<file path="config.mk">
export PLATFORM = sky130hd
export DESIGN_NAME = sort4_stream
export DESIGN_NICKNAME = d
export VERILOG_FILES = /design/src/rtl/sort4_stream.sv
export SDC_FILE = /design/constraint.sdc
export NUM_CORES = 1
export LEC_CHECK = 0
export CORE_MARGIN = 2
export CORE_UTILIZATION = 66
export DETAILED_ROUTE_END_ITERATION = 16
export DONT_BUFFER_PORTS = 1
export GPL_TIMING_DRIVEN = 0
export PLACE_DENSITY = 0.82
export SETUP_SLACK_MARGIN = 0.1
export SLEW_MARGIN = 20
export SYNTH_ARGS = -nofsm -noshare
export SYNTH_HDL_FRONTEND = slang
export SYNTH_SLANG_ARGS = --single-unit
</file>
<file path="constraint.sdc">
create_clock -name clk -period 4.26 [get_ports clk]
set_clock_uncertainty 0.15 [all_clocks]
set_input_delay 0.213 -clock clk [delete_from_list [all_inputs] [get_ports clk]]
set_output_delay 0.213 -clock clk [all_outputs]
set_load 0.005 [all_outputs]
</file>
<file path="src/rtl/sort4_stream.sv">
// Streaming 4-value insertion sorter: loads four values serially, keeping them in emit
// order as they arrive, then drains them serially with a last-flag on the fourth.
module sort4_stream #(
   parameter int unsigned WIDTH      = 4,
   parameter bit          DESCENDING = 1'b0
) (
   input  logic             clk,
   input  logic             rst,
   input  logic             in_valid,
   input  logic [WIDTH-1:0] in_data,
   output logic             in_ready,
   output logic             out_valid,
   output logic [WIDTH-1:0] out_data,
   output logic             out_last,
   input  logic             out_ready,
   output logic [2:0]       count
);

   typedef enum logic {StLoad, StDrain} state_t;

   state_t           state_q, state_d;
   logic [WIDTH-1:0] s_q [4];
   logic [WIDTH-1:0] s_d [4];
   logic [2:0]       count_q, count_d;
   logic [1:0]       idx_q, idx_d;

   logic [3:0]       keep;  // entry i stays in place (it sorts before the new value)
   logic [WIDTH-1:0] ins [4];
   logic             accept;
   logic             out_hs;

   assign accept = in_valid && in_ready;
   assign out_hs = out_valid && out_ready;

   // State and storage registers, cleared asynchronously
   always_ff @(posedge clk or posedge rst) begin
      if (rst) begin
         state_q <= StLoad;
         s_q     <= '{default: '0};
         count_q <= 3'd0;
         idx_q   <= 2'd0;
      end else begin
         state_q <= state_d;
         s_q     <= s_d;
         count_q <= count_d;
         idx_q   <= idx_d;
      end
   end

   // Next-state: leave LOAD on the 4th accept, leave DRAIN on the last handshake
   always_comb begin
      state_d = state_q;
      unique case (state_q)
         StLoad:  if (accept && count_q == 3'd3) state_d = StDrain;
         StDrain: if (out_hs && idx_q == 2'd3) state_d = StLoad;
         default: state_d = StLoad;
      endcase
   end

   // Insertion network; equal entries are kept ahead of the new value for stability
   always_comb begin
      for (int i = 0; i < 4; i++) begin
         keep[i] = (3'(i) < count_q) &&
                   (DESCENDING ? (s_q[i] >= in_data) : (s_q[i] <= in_data));
      end
      ins[0] = keep[0] ? s_q[0] : in_data;
      for (int i = 1; i < 4; i++) begin
         if (keep[i])        ins[i] = s_q[i];
         else if (keep[i-1]) ins[i] = in_data;
         else                ins[i] = s_q[i-1];
      end
   end

   // Storage, occupancy and drain index updates
   always_comb begin
      s_d     = s_q;
      count_d = count_q;
      idx_d   = idx_q;
      if (accept) begin
         s_d     = ins;
         count_d = count_q + 3'd1;
      end
      if (out_hs) begin
         if (idx_q == 2'd3) begin
            idx_d   = 2'd0;
            count_d = 3'd0;
         end else begin
            idx_d   = idx_q + 2'd1;
            count_d = count_q - 3'd1;
         end
      end
   end

   // Outputs decoded from registered state only (in_ready also gated by reset)
   always_comb begin
      in_ready  = (state_q == StLoad) && !rst;
      out_valid = (state_q == StDrain);
      out_data  = out_valid ? s_q[idx_q] : '0;
      out_last  = out_valid && (idx_q == 2'd3);
      count     = count_q;
   end

endmodule

</file>
==> impl_metrics.py, run 1 <==
metrics = {
    "outcome": {
        "outcome": "complete, no violations",
    },
    "critical_path": {
        "cp_slowest_stage_delay_ns": 0.45,
        "cp_cell_sequence": "ha_1, nor2b_4, a2111oi_4, o21ai_2, mux2_1, mux2_4",
        "cp_top_family": "multiplexers",
        "reg2reg_from": "s_q[5]",
        "arrival_ns": 2.30,
        "reg2reg_depth": 6,
        "cp_max_fo": 5,
        "r2r_setup_slack_ns": 2.00,
        "critPathKind": "register to register",
        "end_kind": "register",
        "cp.depth": 6,
        "critPathLaunchType": "register",
        "path_buf_inv": 0,
        "r2r_end": "s_q[2]",
        "crit_slowest_cell": "dfrtp_1",
        "cp.required_ns": 4.30,
    },
    "floorplan": {
        "pin_count": 18,
        "die_w_um": 55.2,
        "dieArea_um2": 3050,
        "core.rowCount": 18,
        "die_h_um": 55.2,
        "initial_core_util": 0.699,
        "coreArea_um2": 2480,
    },
    "cells_and_area": {
        "final_nets": 211,
        "fin_area_um2": 1890,
        "drive_gt1_frac": 0.191,
        "final_cell_mix": "dfrtp_1, ha_1, nand2_1",
        "final_common_cell": "dfrtp_1",
        "postLayoutCoreUtil": 0.764,
        "diodes": 0,
        "area_growth_pct": 9.24,
    },
    "timing": {
        "clock.fmax_ghz": 0.442,
        "maxSlewHeadroom": 0.426,
        "fin_crit_ns": 2.26,
        "hold_viol_final": 0,
        "tightest_slew_ns": 0.860,
        "setup-violations-final": 0,
        "drv_slew": 0,
        "rsz0062_at_grt": "false",
        "post-route-period-util": 0.531,
        "tns_ns": 0,
        "hold_ws_ns": 0.0205,
    },
    "place": {
        "place_area_um2": 1770,
        "gp_congestion": 0.925,
        "dp_hpwl_um": 3160,
        "portBuffers": 0,
    },
    "logic_synthesis": {
        "synth_xor_xnor_area_share": 0.00505,
        "synth_top_family_by_area": "simple AND/OR/NAND/NOR gates",
        "synth_cell_types": 39,
        "syn_area_um2": 1730,
        "avgSynthCellArea_um2": 10.1,
        "synth.area.mux_share": 0.168,
        "synth_ff_type": "dfrtp_1",
        "synth_top_area_cell": "dfrtp_1",
        "postSynth.asyncResetShare": 1.00,
        "syn_nets": 199,
        "synthTopCellsByArea": "dfrtp_1, ha_1, mux2_2, mux4_2, nand2_1",
        "netlist.area_leader.share": 0.318,
        "yosys.area_share.adder": 0.137,
        "yosys.area_share.simple": 0.171,
        "seq_area_frac_synth": 0.318,
        "synth-edff-count": 0,
        "synth_compound_area_frac": 0.169,
        "ys_ff_latch": 22,
        "synth-warning-count": 0,
        "synth_cells": 172,
    },
    "clock_tree": {
        "cts_tree": "done",
        "clkLatencyLatePin_ns": 0.31,
        "cts_max_path_buffers": 2,
        "numCtsBuffers": 3,
        "cts-root-buf": "clkbuf_4",
        "path_clk_slew_ns": 0.14,
        "cts.sinks": 22,
        "htree_levels": 1,
    },
    "detailed_routing": {
        "ant_nets": 0,
        "wl_per_cell_um": 20.1,
        "drt-total-wl_um": 4270,
        "vias_per_cell": 6.85,
        "vias": 1458,
        "drtPass1Iterations": 4,
        "drcViolationCount": 0,
        "drt_iter0_markers": 82,
    },
    "global_route": {
        "grt.overflow.total": 0,
        "grt_pass1_vias": 1517,
        "grt_pass1_wl_um": 7520,
        "grt_max_degree": 23,
        "grtUsageTotal": 0.315,
        "antenna_found_initial": 0,
    },
    "run": {
        "max_cap_viol_count": 0,
    },
    "worst_hold_path": {
        "hold_depth": 2,
        "min_path_type": "primary input to register",
        "min_from": "in_data[1]",
        "holdPathEnd": "s_q[1]",
    },
    "pwr": {
        "cellPowerDensity_nw_per_um2": 777,
        "p_total_mw": 1.47,
        "vdd_drop_max_uv": 528,
        "p_leak_nw": 0.852,
    },
}
==> logic make-up after synthesis <==
group | count (synthesis)
compound gates | 41
xor+xnor | 1
fa+ha+maj | 19
buf+inv | 14
flops | 22
mux | 21
simple gates | 54
==> flip-flops by register name (all words and copies together) (netlist names) <==
| register | cells |
|---|---|
| s_q | 16 |
| count | 3 |
| idx_q | 2 |
| out_valid | 1 |
==> report_power, final <==
group / switching [mW] / internal [mW]
clock: 0.0645 / 0.0950
sequential: 0.155 / 0.315
combinational: 0.427 / 0.414
==> worst reg2reg max path, stage by stage, from the launching register on <==
cell,delay [ns]
dfrtp_1,0.45
ha_1,0.34
nor2b_4,0.15
a2111oi_4,0.27
o21ai_2,0.17
mux2_1,0.35
mux2_4,0.26
==> cell usage after synthesis (2+ instances only) <==
master / n
dfrtp_1: 22
ha_1: 19
nand2_1: 13
inv_1: 11
nand3_1: 9
o21ai_0: 9
a21oi_1: 8
mux2_2: 8
and2_1: 6
nand4_1: 6
a21o_1: 5
a31oi_1: 5
nor2_1: 5
mux2_1: 4
mux4_2: 4
buf_2: 3
mux2_4: 3
nor2_2: 3
nor3_1: 3
a32oi_1: 2
mux2i_1: 2
nor2b_1: 2
nor3b_1: 2
o21ai_1: 2
o21ai_2: 2
==> worst max-delay path by stage <==
stage | startpoint | end | slack, ns
finish | s_q[5] | s_q[2] | 2.00
global route | s_q[13] | s_q[14] | 1.90
CTS | s_q[5] | s_q[2] | 2.00
detailed placement | s_q[5] | s_q[1] | 2.05
global placement | s_q[5] | s_q[2] | 2.09
floorplan | s_q[5] | s_q[1] | 2.22
==> metrics by stage <==
step	setup slack, ns	cells
2_1_floorplan	2.22	172
3_3_place_gp	2.09	202
3_5_place_dp	2.05	202
4_1_cts	2.00	213
5_1_grt	1.90	213
6_report	2.00	213
==> layout make-up <==
class / instances / area [µm²]
multi-input cells: 136 / 1130
clock buffers: 3 / 22.5
well taps: 30 / 37.5
repair buffers: 7 / 70.1
fillers: 173 / 584
flip-flops and latches: 22 / 551
clock inverters: 1 / 30.0
inverters: 11 / 41.3
plain buffers: 3 / 15.0
==> metal layers <==
metal,vias up,track usage,wire length [µm],share of wire
li1,664,-,-,-
met1,705,0.420,1710,0.40
met2,77,0.505,2060,0.48
met3,12,0.0609,386,0.090
met4,0,0.129,115,0.027
met5,-,0,0,0
==> timing repair <==
item,CTS,global route
gates resized for setup,0,0
endpoints found under the hold margin,34,0
setup buffers,0,0
hold buffers,7,0
Power figures use the tool's default switching activity.
==> run 2, diff against run 1 <==
--- a/config.mk
+++ b/config.mk
@@ -6,11 +6,11 @@
 export NUM_CORES = 1
 export LEC_CHECK = 0
 export CORE_MARGIN = 2
-export CORE_UTILIZATION = 66
+export CORE_UTILIZATION = 57
 export DETAILED_ROUTE_END_ITERATION = 16
 export DONT_BUFFER_PORTS = 1
 export GPL_TIMING_DRIVEN = 0
-export PLACE_DENSITY = 0.82
+export PLACE_DENSITY = 0.75
 export SETUP_SLACK_MARGIN = 0.1
 export SLEW_MARGIN = 20
 export SYNTH_ARGS = -nofsm -noshare
==> constraint.sdc (replaced) <==
create_clock -name clk -period 1.9 [get_ports clk]
set_clock_uncertainty 0.15 [all_clocks]
set_input_delay 0.095 -clock clk [delete_from_list [all_inputs] [get_ports clk]]
set_output_delay 0.095 -clock clk [all_outputs]
set_load 0.005 [all_outputs]
==> impl_metrics.py, run 2 (same netlist as run 1, synthesis figures left out) <==
metrics = {
    "outcome": {
        "outcome": "finished, violations left",
        "violations": "negative setup slack",
    },
    "detailed_routing": {
        "vias_per_cell": 6.69,
        "drcViolationCount": 0,
        "ant_nets": 0,
        "drt-total-wl_um": 5000,
        "drtPass1Iterations": 5,
        "drt_iter0_markers": 133,
        "wl_per_cell_um": 21.3,
        "vias": 1571,
    },
    "cells_and_area": {
        "fin_area_um2": 2260,
        "multi_input_area_um2": 1350,
        "largest_reg_flops": 16,
        "area_growth_pct": 30.6,
        "drive_gt1_frac": 0.401,
        "final_common_cell": "dfrtp_1",
        "final_nets": 230,
        "layout.cells.non_filler": 235,
        "final_cell_mix": "dfrtp_1, buf_4, nand2_1, mux2_4, ha_1",
        "diodes": 0,
        "regArea_um2": 557,
        "largest-register": "s_q",
        "fillers": 191,
    },
    "timing": {
        "fin_crit_ns": 2.01,
        "maxSlewHeadroom": 0.418,
        "setup_slack_ns": -0.112,
        "hold_ws_ns": 0.101,
        "setup-violations-final": 12,
        "post-route-period-util": 1.06,
        "rsz0062_at_grt": "true",
        "tns_ns": -0.905,
        "tightest_slew_ns": 0.872,
        "hold_viol_final": 0,
        "drv_slew": 0,
        "clock.fmax_ghz": 0.497,
    },
    "pwr": {
        "seqPwrFrac": 0.255,
        "pwr-share-clk": 0.063,
        "vdd_drop_max_uv": 904,
        "p_total_mw": 4.16,
        "p_int_mw": 2.34,
        "p_comb_frac": 0.682,
        "p_sw_mw": 1.81,
        "p_leak_nw": 1.00,
        "cellPowerDensity_nw_per_um2": 1840,
        "p_sw_frac": 0.436,
    },
    "place": {
        "place_area_um2": 1860,
        "gp_congestion": 0.888,
        "dp_cells": 205,
        "dp_hpwl_um": 3100,
        "portBuffers": 0,
    },
    "floorplan": {
        "dieArea_um2": 3500,
        "initial_core_util": 0.582,
        "core.rowCount": 20,
        "die_h_um": 59.1,
        "pin_count": 18,
        "coreArea_um2": 2980,
        "die_w_um": 59.1,
    },
    "global_route": {
        "grt_pass1_vias": 1551,
        "grt.overflow.total": 0,
        "grt_pass1_wl_um": 7370,
        "grtUsageTotal": 0.282,
        "antenna_found_initial": 0,
        "grt_max_degree": 23,
    },
    "clock_tree": {
        "cts.sinks": 22,
        "cts-root-buf": "clkbuf_4",
        "cts_max_path_buffers": 2,
        "numCtsBuffers": 3,
        "path_clk_slew_ns": 0.12,
        "htree_levels": 1,
        "cts_tree": "done",
        "clkLatencyLatePin_ns": 0.31,
    },
    "critical_path": {
        "critPathKind": "register to register",
        "cp.required_ns": 1.96,
        "path_buf_inv": 0,
        "cp_top_family": "multiplexers",
        "cp_cell_sequence": "ha_1, a2111oi_4, o21ai_4, mux2_4, mux2_4",
        "arrival_ns": 2.07,
        "reg2reg_from": "s_q[6]",
        "crit_slowest_cell": "dfrtp_1",
        "cp_max_fo": 5,
        "cp_common_cell": "mux2_4",
        "r2r_end": "s_q[2]",
        "r2r_setup_slack_ns": -0.11,
        "reg2reg_depth": 5,
        "critPathLaunchType": "register",
        "cp_slowest_stage_delay_ns": 0.43,
        "end_kind": "register",
    },
    "worst_hold_path": {
        "hold_depth": 3,
        "holdPathEnd": "s_q[13]",
        "min_path_type": "primary input to register",
        "min_from": "in_valid",
    },
    "run": {
        "max_cap_viol_count": 0,
    },
}
==> run 2: changes by cell type in the layout (fill, tap and decap cells not counted), moves of 3 or more <==
cell     change
mux2_1       -4
and2_1       -5
o21ai_4      +3
ha_1         -6
buf_4       +14
dfrtp_2      +5
ha_4         +5
and2_4       +5
buf_6        +4
dfrtp_1      -5
mux2_2       -6
mux2_4      +10
==> run 2: metal layers <==
metal,wire length (µm),share of wire,vias up,track usage
met2,2540,0.51,89,0.508
met3,358,0.072,16,0.0197
met1,1960,0.39,758,0.348
met5,0,0,-,0
met4,142,0.028,0,0.114
li1,-,-,708,-
==> run 2: how the worst max path moves through the flow <==
| stage | from | end | slack (ns) | depth (start not counted) |
|---|---|---|---|---|
| 2_1_floorplan | s_q[7] | s_q[1] | -0.08 | 6 |
| 6_report | s_q[6] | s_q[2] | -0.11 | 5 |
| 3_3_place_gp | s_q[7] | s_q[1] | -0.19 | 6 |
| 5_1_grt | s_q[5] | s_q[2] | -0.19 | 6 |
| 3_5_place_dp | s_q[5] | s_q[1] | -0.22 | 6 |
| 4_1_cts | s_q[5] | s_q[2] | -0.18 | 6 |
==> run 2: layout make-up <==
cell class | count | share of cell area
Inverter | 11 | 0.0182
Multi-Input combinational cell | 137 | 0.598
Tap cell | 33 | 0.0182
Sequential cell | 22 | 0.246
Timing Repair Buffer | 25 | 0.0973
Clock buffer | 4 | 0.0160
Buffer | 3 | 0.00663
==> run 2: what timing repair did <==
action	in CTS	in global routing
setup buffers	8	11
hold endpoints to repair	44	0
pin swaps	7	9
hold buffers	7	0
gates resized for setup	19	12
gates cloned	1	0
setup endpoints to repair	20	19
==> run 2: per-stage QoR <==
step,worst slack [ns],util
finish,-0.112,0.760
global route,-0.186,0.760
CTS,-0.184,0.711
detailed placement,-0.223,0.625
global placement,-0.187,0.625
floorplan,-0.0840,-
==> run 2: worst min-delay path, cell delays in order <==
cell and delay, ns:
nor3b_4 0.17, o21ai_4 0.11, mux2_4 0.16
==> run 2: power by group through the flow <==
| stage | Clock (mW) | Sequential, mW | Combinational (mW) |
|---|---|---|---|
| floorplan | 0 | 0.937 | 1.74 |
| global placement | 0 | 1.06 | 1.95 |
| detailed placement | 0 | 1.07 | 2.04 |
| CTS | 0.261 | 1.04 | 2.42 |
| global route | 0.281 | 1.09 | 3.04 |
| finish | 0.261 | 1.06 | 2.84 |
==> run 3, diff against run 2 <==
--- a/config.mk
+++ b/config.mk
@@ -5,6 +5,7 @@
 export SDC_FILE = /design/constraint.sdc
 export NUM_CORES = 1
 export LEC_CHECK = 0
+export ABC_AREA = 1
 export CORE_MARGIN = 2
 export CORE_UTILIZATION = 57
 export DETAILED_ROUTE_END_ITERATION = 16
==> impl_metrics.py, run 3 <==
metrics = {
    "cells_and_area": {
        "largest_reg_flops": 16,
        "fillers": 271,
        "regArea_um2": 551,
        "final_cell_mix": "nand2_1, inv_1, dfrtp_1",
        "final_common_cell": "nand2_1",
        "drive_gt1_frac": 0.143,
        "area_growth_pct": 12.7,
        "largest-register": "s_q",
        "diodes": 0,
        "postLayoutCoreUtil": 0.666,
        "multi_input_area_um2": 1100,
        "final_nets": 294,
    },
    "detailed_routing": {
        "top_layer_used": "met4",
        "drcViolationCount": 0,
        "vias": 1579,
        "vias_per_cell": 5.28,
        "wl_met3_um": 95,
        "wl_met1_um": 1980,
        "drt-total-wl_um": 4120,
        "wl_per_cell_um": 13.8,
        "drtPass1Iterations": 4,
        "ant_nets": 0,
        "drt_iter0_markers": 67,
        "wl_met2_um": 2030,
    },
    "global_route": {
        "antenna_found_initial": 0,
        "grt_pass1_vias": 1393,
        "grt_pass1_wl_um": 6760,
        "grt.overflow.total": 0,
        "grt_max_degree": 23,
        "grtUsageTotal": 0.256,
    },
    "place": {
        "portBuffers": 0,
        "gp_congestion": 0.831,
        "dp_hpwl_um": 2900,
    },
    "timing": {
        "post-route-period-util": 0.884,
        "tns_ns": 0,
        "maxSlewHeadroom": 0.444,
        "clock.fmax_ghz": 0.596,
        "hold_viol_final": 0,
        "rsz0062_at_grt": "true",
        "setup-violations-final": 0,
        "tightest_slew_ns": 0.832,
        "drv_slew": 0,
        "fin_crit_ns": 1.68,
    },
    "pwr": {
        "cellPowerDensity_nw_per_um2": 1550,
        "p_leak_nw": 1.12,
        "vdd_drop_max_uv": 990,
    },
    "critical_path": {
        "critPathKind": "register to register",
        "cp.required_ns": 1.97,
        "cp_max_fo": 5,
        "end_kind": "register",
        "critPathLaunchType": "register",
        "arrival_ns": 1.75,
    },
    "logic_synthesis": {
        "avgSynthCellArea_um2": 7.15,
        "synthTopCellsByArea": "dfrtp_1, nand2_1, ha_1, inv_1, nand3_1",
        "synth-warning-count": 0,
        "synth-edff-count": 0,
        "synth_cell_types": 25,
        "syn_area_um2": 1770,
        "synth_top_area_cell": "dfrtp_1",
        "synth.most_common_cell": "nand2_1",
        "seq_area_frac_synth": 0.310,
        "netlist.area_leader.share": 0.310,
        "synth_cells": 248,
        "ys_ff_latch": 22,
        "postSynth.asyncResetShare": 1.00,
        "synthTopCellsByCount": "nand2_1, inv_1, dfrtp_1, ha_1, nand3_1",
        "syn_nets": 275,
        "synth_ff_type": "dfrtp_1",
    },
    "clock_tree": {
        "htree_levels": 1,
        "cts.sinks": 22,
        "path_clk_slew_ns": 0.13,
        "cts_tree": "done",
        "cts_max_path_buffers": 2,
        "numCtsBuffers": 3,
        "clkLatencyLatePin_ns": 0.31,
        "cts-root-buf": "clkbuf_4",
    },
    "run": {
        "max_cap_viol_count": 0,
    },
    "floorplan": {
        "core.rowCount": 20,
        "coreArea_um2": 3000,
        "dieArea_um2": 3570,
        "die_h_um": 59.8,
        "pin_count": 18,
        "initial_core_util": 0.591,
        "die_w_um": 59.8,
    },
    "worst_hold_path": {
        "min_path_type": "primary input to register",
    },
    "outcome": {
        "outcome": "complete, no violations",
    },
}
run 3: changes by cell type in the layout (fill, tap and decap cells not counted), sizes merged, moves of 7 or more:
cell / change
nand3: +8
nand2: +95
buf: -16
and2: -7
nor2: +7
mux2: -15
inv: +22
run 3: per-layer routing:
layer,global-route usage,vias to the layer above
met5,0,-
met4,0.0667,0
met3,0.0195,2
met2,0.438,21
met1,0.349,729
li1,-,827
run 3: critical path: stages (launching register included):
cell and delay, ns:
dfrtp_1 0.45, ha_1 0.30, nand2_1 0.08, nand2_1 0.05, nand2_1 0.05, nand2_1 0.05
nand2_2 0.13, nand2_4 0.09, nand2_4 0.10, inv_4 0.04, nand2_1 0.06, nand2_1 0.05
run 3: logic make-up (layout without fill, tap and decap cells):
logic type	after synthesis	in the layout	synth area share
compound gates	32	32	0.107
flops	22	22	0.310
fa+ha+maj	19	19	0.134
buf+inv	34	52	0.0783
simple gates	141	141	0.370
run 3: timing repair:
item	4_1_cts	5_1_grt
gates resized for setup	0	2
setup buffers	0	4
hold endpoints to repair	44	0
hold buffers	10	0
endpoints found under the setup margin	0	8
run 3: final cells by class:
type	count	area share
flip-flops and latches	22	0.275
multi-input cells	192	0.551
plain buffers	1	0.00250
well taps	33	0.0207
repair buffers	14	0.0651
inverters	33	0.0670
clock buffers	4	0.0181
run 3: through the flow:
stage               instance area [µm²]  power (mW)  hold slack, ns  instances  worst slack, ns
detailed placement                 1820        2.71          0.0499        281            0.224
CTS                                1950        3.01           0.107        295            0.197
floorplan                          1770        2.35         -0.0658        248            0.365
global placement                   1820        2.68          0.0505        281            0.223
global route                       2000        3.44           0.166        299           0.0848
finish                             2000        3.10           0.113        299            0.221
run 3: path summary, 6_finish.rpt:
check | slack, ns | start | cells after the start | endpoint
setup reg to reg | 0.22 | s_q[9] | 11 | s_q[8]
max in group asynchronous | 0.79 | rst | 2 | out_valid
hold / removal | 0.11 | in_data[0] | 6 | s_q[0]
hold reg to reg | 0.40 | s_q[0] | 2 | s_q[0]
min in group asynchronous | 0.29 | rst | 2 | s_q[13]
setup / recovery | 0.22 | s_q[9] | 11 | s_q[8]
run 3: where the power goes:
part           switching [mW]  internal (mW)
clock network           0.150          0.117
logic                    1.16          0.706
registers               0.285          0.686
total                    1.59           1.51
